File: src/rtl/meu_ram4x16.sv
// 4-entry register bank fed by a 4-way demux, with a registered read port and a clear sequencer.
// Define MEU_RAM4X16_BYPASS_EN so that a same-address read and write returns the new data.
module meu_ram4x16 #(
  parameter int                   LARGURA       = 16,
  parameter logic [LARGURA-1:0]   VALOR_LIMPEZA = {LARGURA{1'b0}}
) (
  input  logic               clk,
  input  logic               rst_n,
  input  logic [LARGURA-1:0] canal0,
  input  logic [LARGURA-1:0] canal1,
  input  logic [LARGURA-1:0] canal2,
  input  logic [LARGURA-1:0] canal3,
  input  logic [1:0]         controle_sel,
  input  logic               carga,
  input  logic [1:0]         endereco_leitura,
  input  logic               ler,
  input  logic               limpar,
  output logic [LARGURA-1:0] dado_saida,
  output logic               saida_valida,
  output logic               ocupado,
  output logic [3:0]         preenchido
);

  typedef enum logic [0:0] {OCIOSO = 1'b0, LIMPANDO = 1'b1} estado_t;

  estado_t              estado_q, estado_d;
  logic [1:0]           idx_q, idx_d;
  logic [LARGURA-1:0]   mem_q [4];
  logic [LARGURA-1:0]   dado_saida_q;
  logic                 saida_valida_q;
  logic                 ocupado_q, ocupado_d;
  logic [3:0]           preenchido_q, preenchido_d;

  logic                 wr_en_s;
  logic [1:0]           wr_addr_s;
  logic [LARGURA-1:0]   wr_data_s;
  logic                 rd_en_s;
  logic [LARGURA-1:0]   canal_sel_s;
  logic [LARGURA-1:0]   rd_data_s;

  // State register: FSM state and clear index
  always_ff @(posedge clk or negedge rst_n) begin
    if (!rst_n) begin
      estado_q <= OCIOSO;
      idx_q    <= 2'd0;
    end else begin
      estado_q <= estado_d;
      idx_q    <= idx_d;
    end
  end

  // Next-state logic: clear walks entries 0..3 then returns idle, index wrapping to 0
  always_comb begin
    estado_d = estado_q;
    idx_d    = idx_q;
    case (estado_q)
      OCIOSO: begin
        if (limpar) begin
          estado_d = LIMPANDO;
          idx_d    = 2'd0;
        end else begin
          estado_d = OCIOSO;
        end
      end
      LIMPANDO: begin
        idx_d = idx_q + 2'd1;
        if (idx_q == 2'd3) begin
          estado_d = OCIOSO;
        end else begin
          estado_d = LIMPANDO;
        end
      end
      default: begin
        estado_d = OCIOSO;
        idx_d    = 2'd0;
      end
    endcase
  end

  // Channel chosen by the same select that steers the upstream demux
  always_comb begin
    canal_sel_s = canal0;
    case (controle_sel)
      2'd0:    canal_sel_s = canal0;
      2'd1:    canal_sel_s = canal1;
      2'd2:    canal_sel_s = canal2;
      2'd3:    canal_sel_s = canal3;
      default: canal_sel_s = canal0;
    endcase
  end

  // Output/control logic: limpar pre-empts carga and ler; everything is dropped while clearing
  always_comb begin
    wr_en_s      = 1'b0;
    wr_addr_s    = controle_sel;
    wr_data_s    = canal_sel_s;
    rd_en_s      = 1'b0;
    case (estado_q)
      OCIOSO: begin
        if (limpar) begin
          wr_en_s = 1'b0;
          rd_en_s = 1'b0;
        end else begin
          wr_en_s = carga;
          rd_en_s = ler;
        end
      end
      LIMPANDO: begin
        wr_en_s   = 1'b1;
        wr_addr_s = idx_q;
        wr_data_s = VALOR_LIMPEZA;
      end
      default: begin
        wr_en_s = 1'b0;
        rd_en_s = 1'b0;
      end
    endcase

    preenchido_d = preenchido_q;
    if (wr_en_s) begin
      preenchido_d[wr_addr_s] = (estado_q == OCIOSO);
    end else begin
      preenchido_d = preenchido_q;
    end

    ocupado_d = (estado_d == LIMPANDO);

`ifdef MEU_RAM4X16_BYPASS_EN
    if (wr_en_s && (wr_addr_s == endereco_leitura)) begin
      rd_data_s = wr_data_s;
    end else begin
      rd_data_s = mem_q[endereco_leitura];
    end
`else
    rd_data_s = mem_q[endereco_leitura];
`endif
  end

  // Storage array
  always_ff @(posedge clk or negedge rst_n) begin
    if (!rst_n) begin
      for (int i = 0; i < 4; i++) begin
        mem_q[i] <= {LARGURA{1'b0}};
      end
    end else if (wr_en_s) begin
      mem_q[wr_addr_s] <= wr_data_s;
    end
  end

  // Registered outputs
  always_ff @(posedge clk or negedge rst_n) begin
    if (!rst_n) begin
      dado_saida_q   <= {LARGURA{1'b0}};
      saida_valida_q <= 1'b0;
      ocupado_q      <= 1'b0;
      preenchido_q   <= 4'b0000;
    end else begin
      if (rd_en_s) begin
        dado_saida_q <= rd_data_s;
      end
      saida_valida_q <= rd_en_s;
      ocupado_q      <= ocupado_d;
      preenchido_q   <= preenchido_d;
    end
  end

  assign dado_saida   = dado_saida_q;
  assign saida_valida = saida_valida_q;
  assign ocupado      = ocupado_q;
  assign preenchido   = preenchido_q;

endmodule

File: config.mk
export PLATFORM = sky130hd
export DESIGN_NAME = meu_ram4x16
export DESIGN_NICKNAME = d
export VERILOG_FILES = /design/src/rtl/meu_ram4x16.sv
export SDC_FILE = /design/constraint.sdc
export NUM_CORES = 1
export LEC_CHECK = 0
export BUFFER_PORTS_ARGS = -buffer_cell sky130_fd_sc_hd__buf_2
export CORE_AREA = 5 5 79 110
export DETAILED_ROUTE_END_ITERATION = 8
export DIE_AREA = 0 0 84 115
export PLACE_DENSITY = 0.84
export SYNTH_ARGS = -nofsm -noshare
export SYNTH_HDL_FRONTEND = slang
export SYNTH_SLANG_ARGS = --single-unit
export TNS_END_PERCENT = 1
File: constraint.sdc
create_clock -name clk -period 4.6 [get_ports clk]
set_input_delay 0.46 -clock clk [delete_from_list [all_inputs] [get_ports clk]]
set_output_delay 0.46 -clock clk [all_outputs]
set_load 0.05 [all_outputs]
# Word-level counts from Yosys, hierarchy flattened
# Index checks and enable logic that the tools add are counted.
# word_totals
word_cells	47
reg_bits	88
input_bits	73
output_inout_bits	22
# classes
reduce_logical	3
n_eq_ne	5
magnitude_cmp	5
n_bitwise	3
add_sub_neg	1
n_mux	21
# op_table
op	count
64-bit bitwise mux	1
16-bit 2-to-1 mux	4
16-bit one-hot mux with 4 select lines	1
16-bit binary-select mux with 2-bit select	1
16-bit demux with 2-bit select	1
2-bit == test, second input constant	3
3-bit >= comparator, second input constant	2
1-bit 2-to-1 mux	6
2-bit inverter with 3-bit output	2
4-bit bitwise mux	1
2-bit 2-to-1 mux	2
1-bit one-hot mux with 2 select lines	2
2-bit one-hot mux with 2 select lines	1
2-bit by 3-bit < comparator with 1-bit output, second input constant	1
3-bit by 1-bit < comparator with 1-bit output, second input constant	1
2-bit by 1-bit adder with 2-bit output, second input constant	1
1-bit demux with 2-bit select	1
2-bit by 1-bit == test with 1-bit output, second input constant	1
2-bit by 1-bit >= comparator with 1-bit output, second input constant	1
1-bit logical AND	2
2-bit logical NOT	1
2-bit != test, second input constant	1
1-bit inverter	1

# Depth between registers and ports, before layout
# depth
word_depth	7
depth_mapped	5
mapped_depth_nobuf	3

# Worst setup path after synthesis
# Ideal clock, no wire load.
# synth_timing
kind	register to register
from	register ocupado (netlist name)
to	register mem_q[16] in the netlist's numbering
setup_time_ns	0.125
required_time_ns	4.475
period_less_slack_ns	2.123
arrival_time_ns	1.998
path_slack_ns	2.477
stages_incl_launch_ff	5
path_buffers	1
cell_sequence	dfrtp_1 > mux2_2 > a21oi_2 > buf_2 > mux2_2
# synth_rtl
element	line_no	text
end signal: indexed assignment	143	mem_q[i] <= {LARGURA{1'b0}};
end signal: indexed assignment	146	mem_q[wr_addr_s] <= wr_data_s;
end: declaration	28	logic [LARGURA-1:0] mem_q [4];

# Worst setup path in the final report
# layout_timing
from	input controle_sel[1]
to	register mem_q[22] in the netlist's numbering
# layout_between
elab_chain_len	7
word_cells_on_any_way	14
cone_classes	order compare (2); eq/ne (3); mux (6); bitwise (1); reduce/logical (2)
# layout_lines
element	line_no	text
start: declaration	13	input logic [1:0] controle_sel,
2-bit 2-to-1 mux	98	case (estado_q)
2-bit inverter with 3-bit output (implied by the code)	146	
3-bit >= comparator (implied by the code) / 3-bit by 1-bit < comparator with 1-bit output (equally long branches)	146	
1-bit logical AND (implied by the code)	146	
16-bit 2-to-1 mux (implied by the code)	146	
16-bit demux with 2-bit select	146	
64-bit bitwise mux (*)	146	
# Every way passes the cells marked *; elsewhere a longest branch is shown, timed or not.
# A chain may end at the register's enable or synchronous reset.

==> results.sh <==
export IMPL_outcome="complete, no violations"
export IMPL_grt_util_met1_pct=24.3
export IMPL_grt_pass1_vias=3023
export IMPL_endpoint_kind="flop"
export IMPL_synth_xor_area_share_pct=0
export IMPL_finalSetupViolCount=0
export IMPL_syn_avg_cell_area_um2=14.4
export IMPL_die_w_um=84
export IMPL_cts_hold_fix_buffers=0
export IMPL_io_buffers=94
export IMPL_core_um2=7610
export IMPL_pwr_share_seq_pct=42.0
export IMPL_rows=38
export IMPL_grtUsageMet3_pct=5.30
export IMPL_cts_made_buffers=9
export IMPL_grt_pass1_wl_um=15200
export IMPL_finalMaxSlewViolations=0
export IMPL_fin_crit_ns=2.59
export IMPL_cp_max_fo=36
export IMPL_final_antenna_net_count=0
export IMPL_required_ns=4.86
export IMPL_cts_resized=0
export IMPL_rsz0062_at_grt="no"
export IMPL_clock_latency_ns=0.37
export IMPL_fin_util_pct=66.3
export IMPL_ys_warn_count=0
export IMPL_wl_um=9340
export IMPL_cellInternalPower_mw=1.96
export IMPL_p_switching_mw=1.06
export IMPL_dp_slack_ns=1.61
export IMPL_syn_nets=376
export IMPL_relSlewSlack_pct=26.5
export IMPL_grt_met2_usage_pct=35.4
export IMPL_wl_per_cell_um=19.0
export IMPL_clockRootBuffer="clkbuf_8"
export IMPL_crit_type="primary input to flop"
export IMPL_tightest_slew_ns=1.10
export IMPL_hold_viol=0
export IMPL_gr_max_usage_layer="met2"
export IMPL_dr_pass1_iters=4
export IMPL_timing_hold_ws_ns=0.282
export IMPL_netSwitchingFraction_pct=35.2
export IMPL_synthCells=302
export IMPL_synth_adder_area_share_pct=0.288
export IMPL_grt_use_total_pct=20.3
export IMPL_area_growth_pct=16.1
export IMPL_io_pins=95
export IMPL_cp_data_arrival_time_ns=2.85
export IMPL_grt_max_degree=89
export IMPL_cp_start_kind="primary input"
export IMPL_layout_setup_ws_ns=2.01
export IMPL_cts_buffer_depth=2
export IMPL_grt_antenna_before_repair=0
export IMPL_vias_per_cell=5.74
export IMPL_die_area_um2=9660
export IMPL_htreeDepth=3
export IMPL_start_util_pct=57.1
export IMPL_drv_cap=0
export IMPL_gp_congestion=0.761
export IMPL_overflow=0
export IMPL_dp_hpwl_um=6310
export IMPL_setup_tns_ns=0
export IMPL_layout_nets=460
export IMPL_p_comb_share_pct=38.2
export IMPL_clkTransAtPathRegs_ns=0.08
export IMPL_antenna_cells=0
export IMPL_synthMuxAreaShare_pct=38.3
export IMPL_synth_seq_cells=88
export IMPL_fmax_mhz=386
export IMPL_power_density_nw_per_um2=598
export IMPL_ys_types=29
export IMPL_die_y_um=115
export IMPL_yosysSeqAreaShare_pct=50.7
export IMPL_postCtsSetupRepairBufs=0
export IMPL_synth_top_family_by_area="multiplexers"
export IMPL_drt_iter0_drc=82
export IMPL_power_leakage_nw=2.56
export IMPL_irDropWorstVdd_uv=360
export IMPL_syn_area_um2=4350
export IMPL_vias=2820
export IMPL_min_path_type="primary input to async pin"
export IMPL_drc_errors=0
export IMPL_cts_tree="done"
export IMPL_fin_skew_ns=0.00667
export IMPL_layout_drive_gt1_share_pct=51.7
export IMPL_synth_compound_area_share_pct=4.52
export IMPL_p_clk_share_pct=19.7
export IMPL_yosys_area_share_simple_pct=3.08
export IMPL_cts_num_sinks=88
export IMPL_period_share_pct=56.3
-- cell usage after synthesis, drive strengths merged --
library cell / number / share of area, %
or4b: 1 / 0.32
mux4: 16 / 8.3
dfrtp: 88 / 51
nand2b: 3 / 0.43
nor2: 18 / 1.6
nor2b: 1 / 0.14
a31oi: 2 / 0.29
inv: 4 / 0.35
o21ai: 4 / 0.46
and2: 1 / 0.14
mux2: 81 / 22
a21oi: 5 / 1.3
mux2i: 36 / 8.3
or2: 1 / 0.14
buf: 12 / 2.0
nand2: 1 / 0.086
clkbuf: 9 / 0.78
a22o: 1 / 0.20
ha: 1 / 0.29
nand4bb: 1 / 0.26
o22ai: 16 / 2.3
-- worst max-delay path, cell delays in order --
cell and delay (ns):
buf_2 0.75, nand4bb_1 0.27, a21oi_2 0.87, mux2_2 0.43
-- power by group through the flow --
stage / Sequential (mW) / Clock [mW] / Combinational (mW)
6_report: 1.27 / 0.596 / 1.15
5_1_grt: 1.30 / 0.636 / 1.23
4_1_cts: 1.26 / 0.600 / 1.17
3_5_place_dp: 1.28 / 0 / 1.16
3_3_place_gp: 1.25 / 0 / 1.13
2_1_floorplan: 1.39 / 0 / 0.783
-- sequential cells by signal (all words and copies together), names as in the netlist --
name          count
preenchido        4
dado_saida       16
mem_q            64
saida_valida      1
ocupado           1
idx_q             2
-- cell usage in the layout, fill, tap and decap left out, drive strengths merged, types with 3 or more instances in the layout --
cell    instances
nand2b          3
mux2i          36
nor2           18
mux2           81
a21oi           5
buf            94
o21ai           4
inv             4
dfrtp          88
clkbuf         11
o22ai          16
mux4           16
-- through the flow --
stage                     instance area (µm²)  total power [mW]  instances
after floorplan                          4350              2.17        302
after global placement                   4820              2.37        475
after detailed placement                 4820              2.44        475
after CTS                                5050              3.04        491
after global routing                     5050              3.17        491
final                                    5050              3.02        491
-- routing by layer --
metal | vias up | part of all wire, %
met5 | - | 0
met4 | 0 | 2.0
met3 | 16 | 4.7
met2 | 68 | 53
met1 | 1448 | 40
li1 | 1288 | -
-- area by class of cell --
cell class | instances | area, µm²
Fill cell | 567 | 2560
Sequential cell | 88 | 2200
Multi-Input combinational cell | 189 | 2010
Timing Repair Buffer | 94 | 473
Clock buffer | 11 | 141
Tap cell | 100 | 125
Clock inverter | 5 | 80.1
Inverter | 4 | 15.0
-- logic make-up after synthesis --
kind of cell               count (synthesis)
muxes                                    133
DFF                                       88
AOI/OAI and AO/OA                         28
and+or+nand+nor                           27
buffers and inverters                     25
adders and majority gates                  1
-- final timing paths --
kind	start	slack, ns	end	cells past startpoint
worst max-delay path	controle_sel[1]	2.01	mem_q[22]	4
worst min-delay path	rst_n	0.28	dado_saida[8]	1
worst max register to register	ocupado	2.16	mem_q[34]	3
worst min register to register	mem_q[58]	0.49	mem_q[58]	1
max in group asynchronous	rst_n	3.60	preenchido[0]	1
min in group clk	limpar	0.41	idx_q[0]	3
Note: power is estimated with default switching activity, not from simulation.
